==> config.mk <==
export PLATFORM = sky130hd
export DESIGN_NAME = core_dispatcher
export DESIGN_NICKNAME = d
export VERILOG_FILES = /design/src/rtl/core_dispatcher.sv
export SDC_FILE = /design/constraint.sdc
export NUM_CORES = 1
export LEC_CHECK = 0
export CORE_ASPECT_RATIO = 1.2
export CORE_MARGIN = 3
export CORE_UTILIZATION = 35
export DETAILED_ROUTE_END_ITERATION = 6
export DONT_BUFFER_PORTS = 1
export GPL_TIMING_DRIVEN = 0
export PLACE_DENSITY = 0.59
export RECOVER_POWER = 100
export SETUP_SLACK_MARGIN = 0.02
export SLEW_MARGIN = 10
export SYNTH_ARGS = -nofsm -noshare
export SYNTH_HDL_FRONTEND = slang
export SYNTH_SLANG_ARGS = --single-unit
==> constraint.sdc <==
create_clock -name clk -period 7.6 [get_ports clk]
set_input_delay 1.9 -clock clk [delete_from_list [all_inputs] [get_ports clk]]
set_output_delay 1.9 -clock clk [all_outputs]
set_load 0.02 [all_outputs]
==> src/rtl/core_dispatcher.sv <==
// Event dispatcher in front of core_monitor: pops the event queue onto idle cores and
// collects completed-event returns, issuing at most one send or one return per cycle.
module core_dispatcher #(
   parameter int NUM_CORE  = 4,
   parameter int NB_COREID = $clog2(NUM_CORE),
   parameter int MSG_WID   = 32
) (
   input  logic                        clk,
   input  logic                        reset_n,
   input  logic [MSG_WID-1:0]          q_msg,
   input  logic                        q_vld,
   output logic                        q_deq,
   input  logic                        dispatch_en,
   input  logic [NUM_CORE-1:0]         core_rtn_vld,
   input  logic [NUM_CORE*MSG_WID-1:0] core_rtn_msg,
   output logic [NUM_CORE-1:0]         core_rtn_ack,
   output logic [NUM_CORE-1:0]         core_start,
   output logic [MSG_WID-1:0]          core_msg,
   output logic [MSG_WID-1:0]          mon_msg,
   output logic                        mon_sent_vld,
   output logic                        mon_rcv_vld,
   output logic [NB_COREID-1:0]        mon_core_id,
   output logic [NUM_CORE-1:0]         core_active,
   output logic [NB_COREID:0]          inflight
);

   typedef enum logic {ST_ARB, ST_WAIT} state_t;

   state_t                state_q, state_d;
   logic [NB_COREID-1:0]  rr_ptr_q, rr_ptr_d;
   logic [NUM_CORE-1:0]   active_q, active_d, ack_q, ack_d, start_q, start_d;
   logic                  deq_q, deq_d, sent_q, sent_d, rcv_q, rcv_d;
   logic [MSG_WID-1:0]    core_msg_q, core_msg_d, mon_msg_q, mon_msg_d;
   logic [NB_COREID-1:0]  mon_id_q, mon_id_d;
   logic [NB_COREID:0]    inflight_q, inflight_d;

   logic [NUM_CORE-1:0]   rtn_elig, idle_elig;
   logic                  rtn_found, idle_found;
   logic [NB_COREID-1:0]  rtn_idx, idle_idx, scan_idx;

   function automatic logic [NB_COREID:0] popcnt(input logic [NUM_CORE-1:0] v);
      logic [NB_COREID:0] c;
      c = '0;
      for (int i = 0; i < NUM_CORE; i++) c = c + {{NB_COREID{1'b0}}, v[i]};
      return c;
   endfunction

   // A core waiting for its ack to be seen is neither returnable nor idle.
   always_comb begin
      rtn_elig   = core_rtn_vld & active_q;
      idle_elig  = ~active_q & ~core_rtn_vld;
      rtn_found  = 1'b0;
      rtn_idx    = '0;
      idle_found = 1'b0;
      idle_idx   = '0;
      scan_idx   = '0;
      for (int i = 0; i < NUM_CORE; i++) begin
         scan_idx = rr_ptr_q + i[NB_COREID-1:0];
         if (!rtn_found && rtn_elig[scan_idx]) begin
            rtn_found = 1'b1;
            rtn_idx   = scan_idx;
         end
      end
      for (int i = 0; i < NUM_CORE; i++) begin
         if (!idle_found && idle_elig[i]) begin
            idle_found = 1'b1;
            idle_idx   = i[NB_COREID-1:0];
         end
      end
   end

   always_comb begin
      state_d    = ST_ARB;
      rr_ptr_d   = rr_ptr_q;
      active_d   = active_q;
      ack_d      = '0;
      start_d    = '0;
      deq_d      = 1'b0;
      sent_d     = 1'b0;
      rcv_d      = 1'b0;
      core_msg_d = core_msg_q;
      mon_msg_d  = mon_msg_q;
      mon_id_d   = mon_id_q;
      if (rtn_found) begin
         ack_d[rtn_idx]    = 1'b1;
         rcv_d             = 1'b1;
         mon_msg_d         = core_rtn_msg[rtn_idx*MSG_WID +: MSG_WID];
         mon_id_d          = rtn_idx;
         active_d[rtn_idx] = 1'b0;
         rr_ptr_d          = rtn_idx + NB_COREID'(1);
      end else if (state_q == ST_ARB && q_vld && dispatch_en && idle_found) begin
         deq_d              = 1'b1;
         start_d[idle_idx]  = 1'b1;
         sent_d             = 1'b1;
         core_msg_d         = q_msg;
         mon_msg_d          = q_msg;
         mon_id_d           = idle_idx;
         active_d[idle_idx] = 1'b1;
         // Give the queue one cycle to present its new head after the pop.
         state_d            = ST_WAIT;
      end
      inflight_d = popcnt(active_d);
   end

   always_ff @(posedge clk) begin
      if (!reset_n) begin
         state_q    <= ST_ARB;
         rr_ptr_q   <= '0;
         active_q   <= '0;
         ack_q      <= '0;
         start_q    <= '0;
         deq_q      <= 1'b0;
         sent_q     <= 1'b0;
         rcv_q      <= 1'b0;
         core_msg_q <= '0;
         mon_msg_q  <= '0;
         mon_id_q   <= '0;
         inflight_q <= '0;
      end else begin
         state_q    <= state_d;
         rr_ptr_q   <= rr_ptr_d;
         active_q   <= active_d;
         ack_q      <= ack_d;
         start_q    <= start_d;
         deq_q      <= deq_d;
         sent_q     <= sent_d;
         rcv_q      <= rcv_d;
         core_msg_q <= core_msg_d;
         mon_msg_q  <= mon_msg_d;
         mon_id_q   <= mon_id_d;
         inflight_q <= inflight_d;
      end
   end

   assign q_deq        = deq_q;
   assign core_rtn_ack = ack_q;
   assign core_start   = start_q;
   assign core_msg     = core_msg_q;
   assign mon_msg      = mon_msg_q;
   assign mon_sent_vld = sent_q;
   assign mon_rcv_vld  = rcv_q;
   assign mon_core_id  = mon_id_q;
   assign core_active  = active_q;
   assign inflight     = inflight_q;

endmodule

* Word level (Yosys, flattened, before mapping)
Index checks and enable logic that the tools add are counted.
W data, S select, Z words.
** Word-level totals
- Flip-flop bits (word level) :: 85
- Input bits :: 168
- Logic and storage cells :: 94
** Operators by class
- Add/subtract/negate cells :: 7
- Order comparisons :: 8
- Shift-type cells :: 1
- Multiplexer cells :: 35
- Bitwise logic cells :: 11
- Reductions and logical operators :: 22
** Operator list (count)
- $shiftx A128 B8 Y32 :: 1
- $mux W32 :: 2
- $lt A2 B3 Y1 const B :: 6
- $mux W1 :: 17
- $mux W2 :: 8
- $and A4 B4 Y4 :: 3
- $not A4 Y4 :: 3
- $logic_and A1 B1 Y1 :: 11
- $bmux W1 S2 :: 4
- $mux W4 :: 2
- $logic_not A1 Y1 :: 6
- $add A2 B1 Y2 const B :: 2
- $add A2 B2 Y2 const B :: 2
- $demux W1 S2 :: 2
- $ge A2 B1 Y1 const B :: 2
- $not A1 Y1 :: 4
- $or A4 B4 Y4 :: 1
- $reduce_and A2 Y1 :: 2
- $add A2 B1 Y3 :: 1
- $add A3 B1 Y3 :: 1
- $reduce_or A3 Y1 :: 1
- $add A1 B1 Y2 :: 1
- $reduce_bool A2 Y1 :: 1
- $reduce_or A2 Y1 :: 1

* Logic depth before layout (Yosys ltp)
Gate-level depths: netlist of the first run.
- Depth in word-level cells :: 23
- Depth in mapped cells :: 13
- Depth with buffers taken out :: 10

* Worst setup path after synthesis of the first run
OpenSTA, ideal clock, no wires.
- Path type :: input to register
- Start point :: in core_rtn_vld[2]
- End point :: reg inflight_q[1], in the netlist inflight[1]
- Arrival time :: 4.268 ns
- Data required time :: 7.485 ns
- Setup slack :: 3.217 ns
- Stages on the path :: 13
- Cell sequence :: buf_2 -> nand2_1 -> o311ai_4 -> or2_1 -> buf_4 -> buf_2 -> o21ai_1 -> and2_1 -> fa_1 -> inv_1 -> ha_1 -> ha_1 -> and2_1
** On the way
- Longest elaborated chain between the ends :: 23
- Elaborated cells between the ends (all ways) :: 51
** RTL lines
- start, declared :: RTL line 14 : input logic [NUM_CORE-1:0] core_rtn_vld,
- $and A4 B4 Y4 :: RTL line 50 : rtn_elig = core_rtn_vld & active_q;
- $bmux W1 S2 :: RTL line 59 : if (!rtn_found && rtn_elig[scan_idx]) begin
- $mux W1 (not written as such) :: RTL line 59
- $mux W1 :: RTL line 59
- $logic_not A1 Y1 :: RTL line 59
- $logic_and A1 B1 Y1 :: RTL line 59
- $mux W1 :: RTL line 59
- $logic_not A1 Y1 :: RTL line 59
- (+8 left out)
- $demux W1 S2 :: RTL line 89 : active_d[rtn_idx] = 1'b0;
- $not A4 Y4 (no source line)
- $and A4 B4 Y4 (no source line)
- $mux W4 (*) :: RTL line 84 : if (rtn_found) begin
- $add A1 B1 Y2 :: RTL line 44 : for (int i = 0; i < NUM_CORE; i++) c = c + {{NB_COREID{1'b0}}, v[i]};
- $add A2 B1 Y3 :: RTL line 44
- $add A3 B1 Y3 (*) :: RTL line 44
- named net inflight_d[1] :: RTL line 35 : logic [NB_COREID:0] inflight_q, inflight_d;
- end signal, assigned :: RTL line 131 : inflight_q <= inflight_d;
- end, declared :: RTL line 35
The timed path passes the listed nets; every way through them passes the cells marked *. The select of a mux whose other input is x is not followed.
A chain may end at the register's enable or synchronous reset.

* Final worst setup path of the first run
Same ends and word-level chain as after synthesis.

==> flow_metrics.tcl, run 1 <==
set metrics [dict create \
    drv_cap 1 \
    finalMaxSlewViolations 10 \
    synth_enable_flop_cells 0 \
    via_per_inst 6.25 \
    clk_path_buf_depth 2 \
    yosys.area.top_type "dfxtp_1" \
    ys_top_cells_by_area "dfxtp_1, nand2_1, a311oi_1, o311ai_0, nor3b_1" \
    dp_slack_ns 2.82 \
    ys_warn_count 0 \
    hold_violations 0 \
    ys.flop_type "dfxtp_1" \
    cts.clk_slew.worst_paths_ns 0.06 \
    cts_made_buffers 9 \
    critPathCaptureType "register" \
    violations "max-capacitance violations, max-slew violations" \
    ir_worst_vdd_mv 0.127 \
    fp.dieW_um 109 \
    htreeDepth 3 \
    critPathRequiredTime_ns 7.82 \
    final_common_cell "nand2_1" \
    p_int_mw 0.798 \
    path_buf_inv 3 \
    cts.sinks 85 \
    p_sw_mw 0.340 \
    ant_nets 0 \
    crit_slowest_cell "o311ai_0" \
    fin_nets 730 \
    clockRootBuffer "clkbuf_16" \
    clock.fmax_mhz 172 \
    diodes 0 \
    num_vias 4533 \
    worst-setup-path-type "input pin to register" \
    arrival_ns 6.04 \
    setup_tns_ns 0 \
    hold_class "register to register" \
    synth_fp_nets 719 \
    yosysUniqueCellTypes 46 \
    max_stage_delay_ns 1.60 \
    synth.ff_latch_count 85 \
    synthesis.area_sq_mm 0.00447 \
    grt.total_usage_pct 24.1 \
    switching_share_pct 29.8 \
    place_congestion 0.900 \
    cts_resized 0 \
    p_leak_nw 1.71 \
    cp_cell_sequence "clkbuf_1, nand2_1, o311ai_0, nor2_2, clkbuf_1, nand2_1, o21ai_0, fa_1, inv_1, ha_1, ha_1, and2_0" \
    coreArea_sq_mm 0.0123 \
    path_max_fanout 10 \
    async_flop_share_pct 0 \
    synth-seq-area-share_pct 38.1 \
    io_buffer_count 0 \
    synthCells 548 \
    worst_slew_pin_slew_ns 1.98 \
    p_per_area_mw_per_mm2 231 \
    post-route-period-util_pct 76.6 \
    combPwrFrac_pct 12.8 \
    clock_latency_ns 0.34 \
    antenna_found_initial 0 \
    floorplan.initialDensity_pct 36.4 \
    wl_per_cell_um 24.5 \
    first_pass_iters 5 \
    syn_avg_cell_area_sq_um 8.16 \
    final_cell_mix "nand2_1, dfxtp_1, clkbuf_1, o311ai_0, nor3b_1" \
    grt_pass1_wl_mm 25.9 \
    cts_hold_repair.buffers 0 \
    clkPwrFrac_pct 39.5 \
    dpl.hpwl_mm 13.6 \
    gr-total-overflow 0 \
    nFillCells 1265 \
    drt_iter0_drc 268 \
    critPathLaunchType "input pin" \
    cts_setup_buffers 0 \
    rows 44 \
    status "complete, but fails checks" \
    grt_max_degree 15 \
    cts_tree "built" \
    setup_viol 0 \
    route.detailed.drc 0 \
    max_slew_margin_pct -33.5 \
    min_period_ns 5.82 \
    grt_pass1_vias 4620 \
    synth_top_area_share_pct 38.1 \
    ios 252 \
    layout-drive-gt1-share_pct 4.08 \
    seqPwrFrac_pct 47.7 \
    die-area_sq_mm 0.0142 \
    drt-total-wl_mm 17.8 \
    critical_path.top_delay_family "compound AO/OA/AOI/OAI gates" \
    die_h_um 130 \
    final.setup_skew_ns 0.00987 \
    timing.final.ws_setup_ns 1.78 \
    area_growth_pct 10.0 \
    rsz0062_at_grt "false" \
]
-- worst register-to-register path, delay by kind of cell, from the launching register on --
kind | cells | cell delay [ns]
AOI/OAI and AO/OA | 2 | 1.73
adders and majority gates | 3 | 0.96
buffers and inverters | 3 | 0.66
DFF | 1 | 0.44
and+or+nand+nor | 4 | 0.77
-- kinds of logic after synthesis --
logic type	after synthesis	share of synthesized area [%]
buffers and inverters	60	6.02
adders and majority gates	3	1.01
DFF	85	38.1
AOI/OAI and AO/OA	156	28.2
and+or+nand+nor	243	26.5
xor gates and xnor gates	1	0.196
-- flip-flops by register name, summed over array words and instances, names as in the netlist --
signal and cells:
core_msg 32, mon_msg 32, core_active 4, core_rtn_ack 4
core_start 4, inflight 3, mon_core_id 2, rr_ptr_q 2
mon_rcv_vld 1, mon_sent_vld 1
-- path summary, 6_finish.rpt --
kind / from / endpoint / slack (ns) / depth (start not counted)
hold reg to reg: core_msg[7] / core_msg[7] / 0.57 / 2
hold / removal: core_msg[7] / core_msg[7] / 0.57 / 2
setup / recovery: core_rtn_vld[2] / inflight[1] / 1.78 / 12
setup reg to reg: core_active[2] / inflight[1] / 2.95 / 12
-- metrics by stage --
stage / cell area [sq um] / instances / hold WS, ns / utilization, % / power (mW)
3_3_place_gp: 4670 / 709 / 0.545 / 38.1 / 0.697
4_1_cts: 4970 / 725 / 0.558 / 40.5 / 1.15
2_1_floorplan: 4470 / 548 / 0.533 / - / 0.650
6_report: 4920 / 725 / 0.567 / 40.1 / 1.14
5_1_grt: 4920 / 725 / 0.582 / 40.1 / 1.18
3_5_place_dp: 4670 / 709 / 0.550 / 38.1 / 0.702
-- per-layer routing --
| layer | GRT usage [%] | up-vias | part of all wire, % |
|---|---|---|---|
| li1 | - | 2045 | - |
| met1 | 29.0 | 2191 | 40 |
| met5 | 0 | - | 0 |
| met2 | 41.6 | 261 | 50 |
| met4 | 8.51 | 0 | 2.4 |
| met3 | 5.84 | 36 | 8.1 |
-- final cells by class --
cell class / count / area [sq um] / area share [%]
Inverter: 4 / 15.0 / 0.305
Buffer: 56 / 218 / 4.43
Clock inverter: 5 / 60.1 / 1.22
Tap cell: 161 / 201 / 4.10
Multi-Input combinational cell: 403 / 2480 / 50.4
Clock buffer: 11 / 243 / 4.94
Sequential cell: 85 / 1700 / 34.6
-- power by group through the flow --
stage	Sequential [mW]	Combinational [mW]	Clock (mW)
after floorplan	0.542	0.109	0
after global placement	0.553	0.144	0
after detailed placement	0.554	0.148	0
after CTS	0.544	0.149	0.458
after global routing	0.546	0.163	0.473
final	0.543	0.146	0.449
-- Yosys cell counts, types with 2 or more instances --
cell type	instances
a21oi_1	2
a21boi_0	11
buf_1	3
nor2_2	2
o22ai_1	2
nand2_1	141
a211oi_1	32
buf_4	2
a22oi_1	2
nor2_1	12
a21boi_1	24
dfxtp_1	85
inv_1	4
and2_1	9
and3_1	3
nor2b_1	3
nor4_1	3
ha_1	2
a311oi_1	32
nor3b_1	33
buf_2	11
o311ai_0	32
clkbuf_1	37
o221ai_1	2
o21ai_0	5
buf_6	3
or3_1	32
(Power assumes the default switching activity.)
==> inputs of run 2 (changes only) <==
- clock period: 7.6 -> 5.8 ns (I/O delays scaled with it)
==> flow_metrics.tcl, run 2 (synthesis gave the netlist of run 1 again) <==
set metrics [dict create \
    die_h_um 130 \
    max_slew_margin_pct 45.3 \
    setup_viol 0 \
    cts_resized 0 \
    drt_iter0_drc 242 \
    ir_worst_vdd_mv 0.169 \
    first_pass_iters 5 \
    coreArea_sq_mm 0.0123 \
    antenna_found_initial 0 \
    r2r_cells 12 \
    cts.sinks 85 \
    place_congestion 0.900 \
    worst-setup-path-type "input pin to register" \
    worst_slew_pin_slew_ns 0.818 \
    critPathCaptureType "register" \
    post-route-period-util_pct 78.2 \
    p_total_mw 1.50 \
    dpl.hpwl_mm 13.6 \
    layout-drive-gt1-share_pct 4.08 \
    nFillCells 1263 \
    ios 252 \
    grt_max_degree 15 \
    dpl-instance-area_sq_mm 0.00467 \
    fin_nets 730 \
    floorplan.initialDensity_pct 36.4 \
    route.detailed.drc 0 \
    via_per_inst 6.24 \
    whs_endpoint "core_msg[7]" \
    ant_nets 0 \
    clk_path_buf_depth 2 \
    gr-total-overflow 0 \
    area_growth_pct 10.4 \
    cts_hold_repair.buffers 0 \
    grt_pass1_vias 4620 \
    fp.dieW_um 109 \
    holdCritStartpoint "core_msg[7]" \
    arrival_ns 4.76 \
    diodes 0 \
    final_common_cell "nand2_1" \
    wl_per_cell_um 24.5 \
    rsz0062_at_grt "false" \
    reg2reg_slack_ns 2.00 \
    rr_endpoint "inflight[1]" \
    htreeDepth 3 \
    cts.clk_slew.worst_paths_ns 0.06 \
    setup_tns_ns 0 \
    clock.fmax_mhz 220 \
    drt-total-wl_mm 17.8 \
    p_leak_nw 1.72 \
    clockRootBuffer "clkbuf_16" \
    postLayoutCoreUtil_pct 40.2 \
    clock_latency_ns 0.34 \
    critPathRequiredTime_ns 6.02 \
    hold_class "register to register" \
    cts_made_buffers 9 \
    rows 44 \
    die-area_sq_mm 0.0142 \
    final.setup_skew_ns 0.00858 \
    fin_hold_ws_ns 0.567 \
    path_max_fanout 10 \
    io_buffer_count 0 \
    grt.total_usage_pct 24.0 \
    reg2reg_from "core_active[0]" \
    cts_tree "built" \
    cts_setup_buffers 0 \
    num_vias 4524 \
    min_period_ns 4.54 \
    whs_path_depth 2 \
    critPathLaunchType "input pin" \
    final_cell_area_sq_mm 0.00493 \
    final_cell_mix "nand2_1, dfxtp_1, clkbuf_1, nor3b_1" \
    hold_violations 0 \
    finalMaxSlewViolations 0 \
    grt_pass1_wl_mm 25.9 \
    status "complete, no violations" \
    p_per_area_mw_per_mm2 303 \
    drv_cap 0 \
]
[run 2: cell count changes in the layout (fill, tap and decap cells not counted)]
cell,before,now
nor2_1,13,14
or2_1,0,1
o311ai_0,33,32
nor2_2,1,0
o311ai_4,0,1
or2_0,1,0
and2_1,6,5
and2_0,3,4
[run 2: how the worst max path moves through the flow]
stage,start,to,slack (ns),cells after the start
final,core_rtn_vld[2],inflight[1],1.26,13
after detailed placement,core_rtn_vld[2],inflight[1],1.47,13
after CTS,core_rtn_vld[2],inflight[1],1.82,13
after global placement,core_rtn_vld[2],inflight[1],1.47,13
after global routing,core_rtn_vld[2],inflight[1],1.07,13
after floorplan,core_rtn_vld[2],inflight[1],1.87,13
[run 2: area by class of cell]
class | count | area, sq um | area share (%)
plain buffers | 56 | 218 | 4.41
clock buffers | 11 | 243 | 4.92
clock inverters | 5 | 60.1 | 1.22
inverters | 4 | 15.0 | 0.304
multi-input cells | 403 | 2490 | 50.6
flip-flops and latches | 85 | 1700 | 34.5
well taps | 161 | 201 | 4.08
[run 2: power breakdown]
part | switching [mW] | internal, mW
Combinational | 0.119 | 0.0730
Clock | 0.245 | 0.347
Sequential | 0.0850 | 0.627
[run 2: per-stage QoR]
stage,std cells,worst slack (ns)
final,725,1.26
after global routing,725,1.07
after CTS,725,1.82
after detailed placement,709,1.47
after global placement,709,1.47
after floorplan,548,1.87
[run 2: metal layers]
metal	share of wire (%)	global-route usage [%]
met3	7.8	4.90
met2	50	41.7
met1	40	29.1
met5	0	0
met4	2.5	9.46
[run 2: worst max-delay path: stages]
cell and delay, ns:
clkbuf_1 0.28, nand2_1 0.15, o311ai_4 0.52, or2_1 0.17, clkbuf_1 0.17, clkbuf_1 0.54, o21ai_0 0.19, and2_0 0.21
fa_1 0.48, inv_1 0.04, ha_1 0.17, ha_1 0.26, and2_0 0.15
==> inputs of run 3 (changes only) <==
- clock period: 5.8 -> 4.4 ns (I/O delays scaled with it)
==> flow_metrics.tcl, run 3 (synthesis gave the netlist of run 1 again) <==
set metrics [dict create \
    status "complete, no violations" \
    cts_setup_buffers 0 \
    clockRootBuffer "clkbuf_16" \
    worst_slew_pin_slew_ns 0.816 \
    critPathRequiredTime_ns 4.63 \
    cts_tree "built" \
    grt_pass1_vias 4620 \
    finalMaxSlewViolations 0 \
    wl_per_cell_um 24.4 \
    seq_area_sq_mm 0.00170 \
    die_h_um 130 \
    layout-drive-gt1-share_pct 4.26 \
    rsz0062_at_grt "false" \
    io_buffer_count 0 \
    grt_max_degree 15 \
    setup_viol 0 \
    dp_slack_ns 0.419 \
    via_per_inst 6.23 \
    post-route-period-util_pct 88.1 \
    multiInputGateArea_sq_mm 0.00249 \
    critPathCaptureType "register" \
    clock_latency_ns 0.34 \
    arrival_ns 4.10 \
    cts_hold_repair.buffers 0 \
    max_slew_margin_pct 45.5 \
    diodes 0 \
    final.setup_skew_ns 0.00766 \
    fin_nets 730 \
    drt_iter0_drc 255 \
    num_vias 4520 \
    critical_path.top_delay_family "adder cells" \
    die-area_sq_mm 0.0142 \
    timing.final.ws_setup_ns 0.526 \
    hold_class "register to register" \
    cts.sinks 85 \
    p_per_area_mw_per_mm2 399 \
    cts.clk_slew.worst_paths_ns 0.06 \
    drt-total-wl_mm 17.7 \
    ir_worst_vdd_mv 0.221 \
    hold_violations 0 \
    setup_tns_ns 0 \
    clk_path_buf_depth 2 \
    gr-total-overflow 0 \
    worst-setup-path-type "input pin to register" \
    route.detailed.drc 0 \
    nFillCells 1262 \
    ant_nets 0 \
    final_common_cell "nand2_1" \
    grt.total_usage_pct 24.0 \
    dpl.hpwl_mm 13.6 \
    fp.dieW_um 109 \
    p_leak_nw 1.72 \
    cts_made_buffers 9 \
    first_pass_iters 5 \
    cp_cell_sequence "clkbuf_1, nand2_1, o311ai_4, nor2_1, clkbuf_1, nand2_1, o21ai_0, fa_1, inv_1, ha_1, ha_1, and2_0" \
    critPathLaunchType "input pin" \
    floorplan.initialDensity_pct 36.4 \
    drv_cap 0 \
    final_cell_mix "nand2_1, dfxtp_1, clkbuf_1, nor3b_1" \
    htreeDepth 3 \
    path_max_fanout 10 \
    min_period_ns 3.87 \
    area_growth_pct 10.4 \
    ios 252 \
    clock.fmax_mhz 258 \
    grt_pass1_wl_mm 25.9 \
    max_stage_delay_ns 0.53 \
    coreArea_sq_mm 0.0123 \
    antenna_found_initial 0 \
    path_buf_inv 3 \
    crit_slowest_cell "fa_1" \
    cts_resized 0 \
    rows 44 \
    place_congestion 0.900 \
]
## run 3: changes by cell type in the layout (fill, tap and decap cells not counted)
cell	previous run	this run
and2_0	4	3
and2_1	5	6
buf_2	6	7
clkbuf_1	48	47
o21ai_0	6	5
o21ai_1	0	1
## run 3: per-stage QoR
step | instance area, sq um | utilization, % | std cells | hold slack (ns) | total power, mW
after floorplan | 4470 | - | 548 | 0.533 | 1.12
after global placement | 4670 | 38.1 | 709 | 0.545 | 1.20
after detailed placement | 4670 | 38.1 | 709 | 0.550 | 1.21
after CTS | 4970 | 40.5 | 725 | 0.558 | 1.99
after global routing | 4930 | 40.2 | 725 | 0.582 | 2.04
final | 4930 | 40.2 | 725 | 0.567 | 1.97
## run 3: cell type report
cell class,instances,area share (%)
buffer,56,4.44
clock inverter,5,1.22
multi-input combinational,403,50.6
tap,161,4.08
sequential,85,34.5
clock buffer,11,4.92
inverter,4,0.304
## run 3: routing by layer
| metal | routed length [um] | vias to the layer above | global-route usage [%] |
|---|---|---|---|
| met1 | 6950 | 2170 | 29.1 |
| li1 | - | 2042 | - |
| met4 | 453 | 0 | 9.46 |
| met5 | 0 | - | 0 |
| met3 | 1370 | 41 | 4.90 |
| met2 | 8940 | 267 | 41.7 |
## run 3: worst reg2reg max path, stage by stage (launching register included)
cell	delay, ns
dfxtp_1	0.61
and2_1	0.30
o311ai_4	0.18
nor2_1	0.62
clkbuf_1	0.47
nand2_1	0.15
o21ai_0	0.15
fa_1	0.45
inv_1	0.06
ha_1	0.13
ha_1	0.21
and2_0	0.15
## run 3: path summary, 6_finish.rpt
path | from | to | slack (ns) | cells past startpoint
min | core_msg[7] | core_msg[7] | 0.57 | 2
max reg2reg | core_active[1] | inflight[1] | 0.83 | 11
min reg2reg | core_msg[7] | core_msg[7] | 0.57 | 2
max | core_rtn_vld[2] | inflight[1] | 0.53 | 12
## run 3: report_power, final
group          internal, mW  switching (mW)
logic                0.0963           0.156
registers             0.826           0.112
clock network         0.457           0.322
total                  1.38           0.591
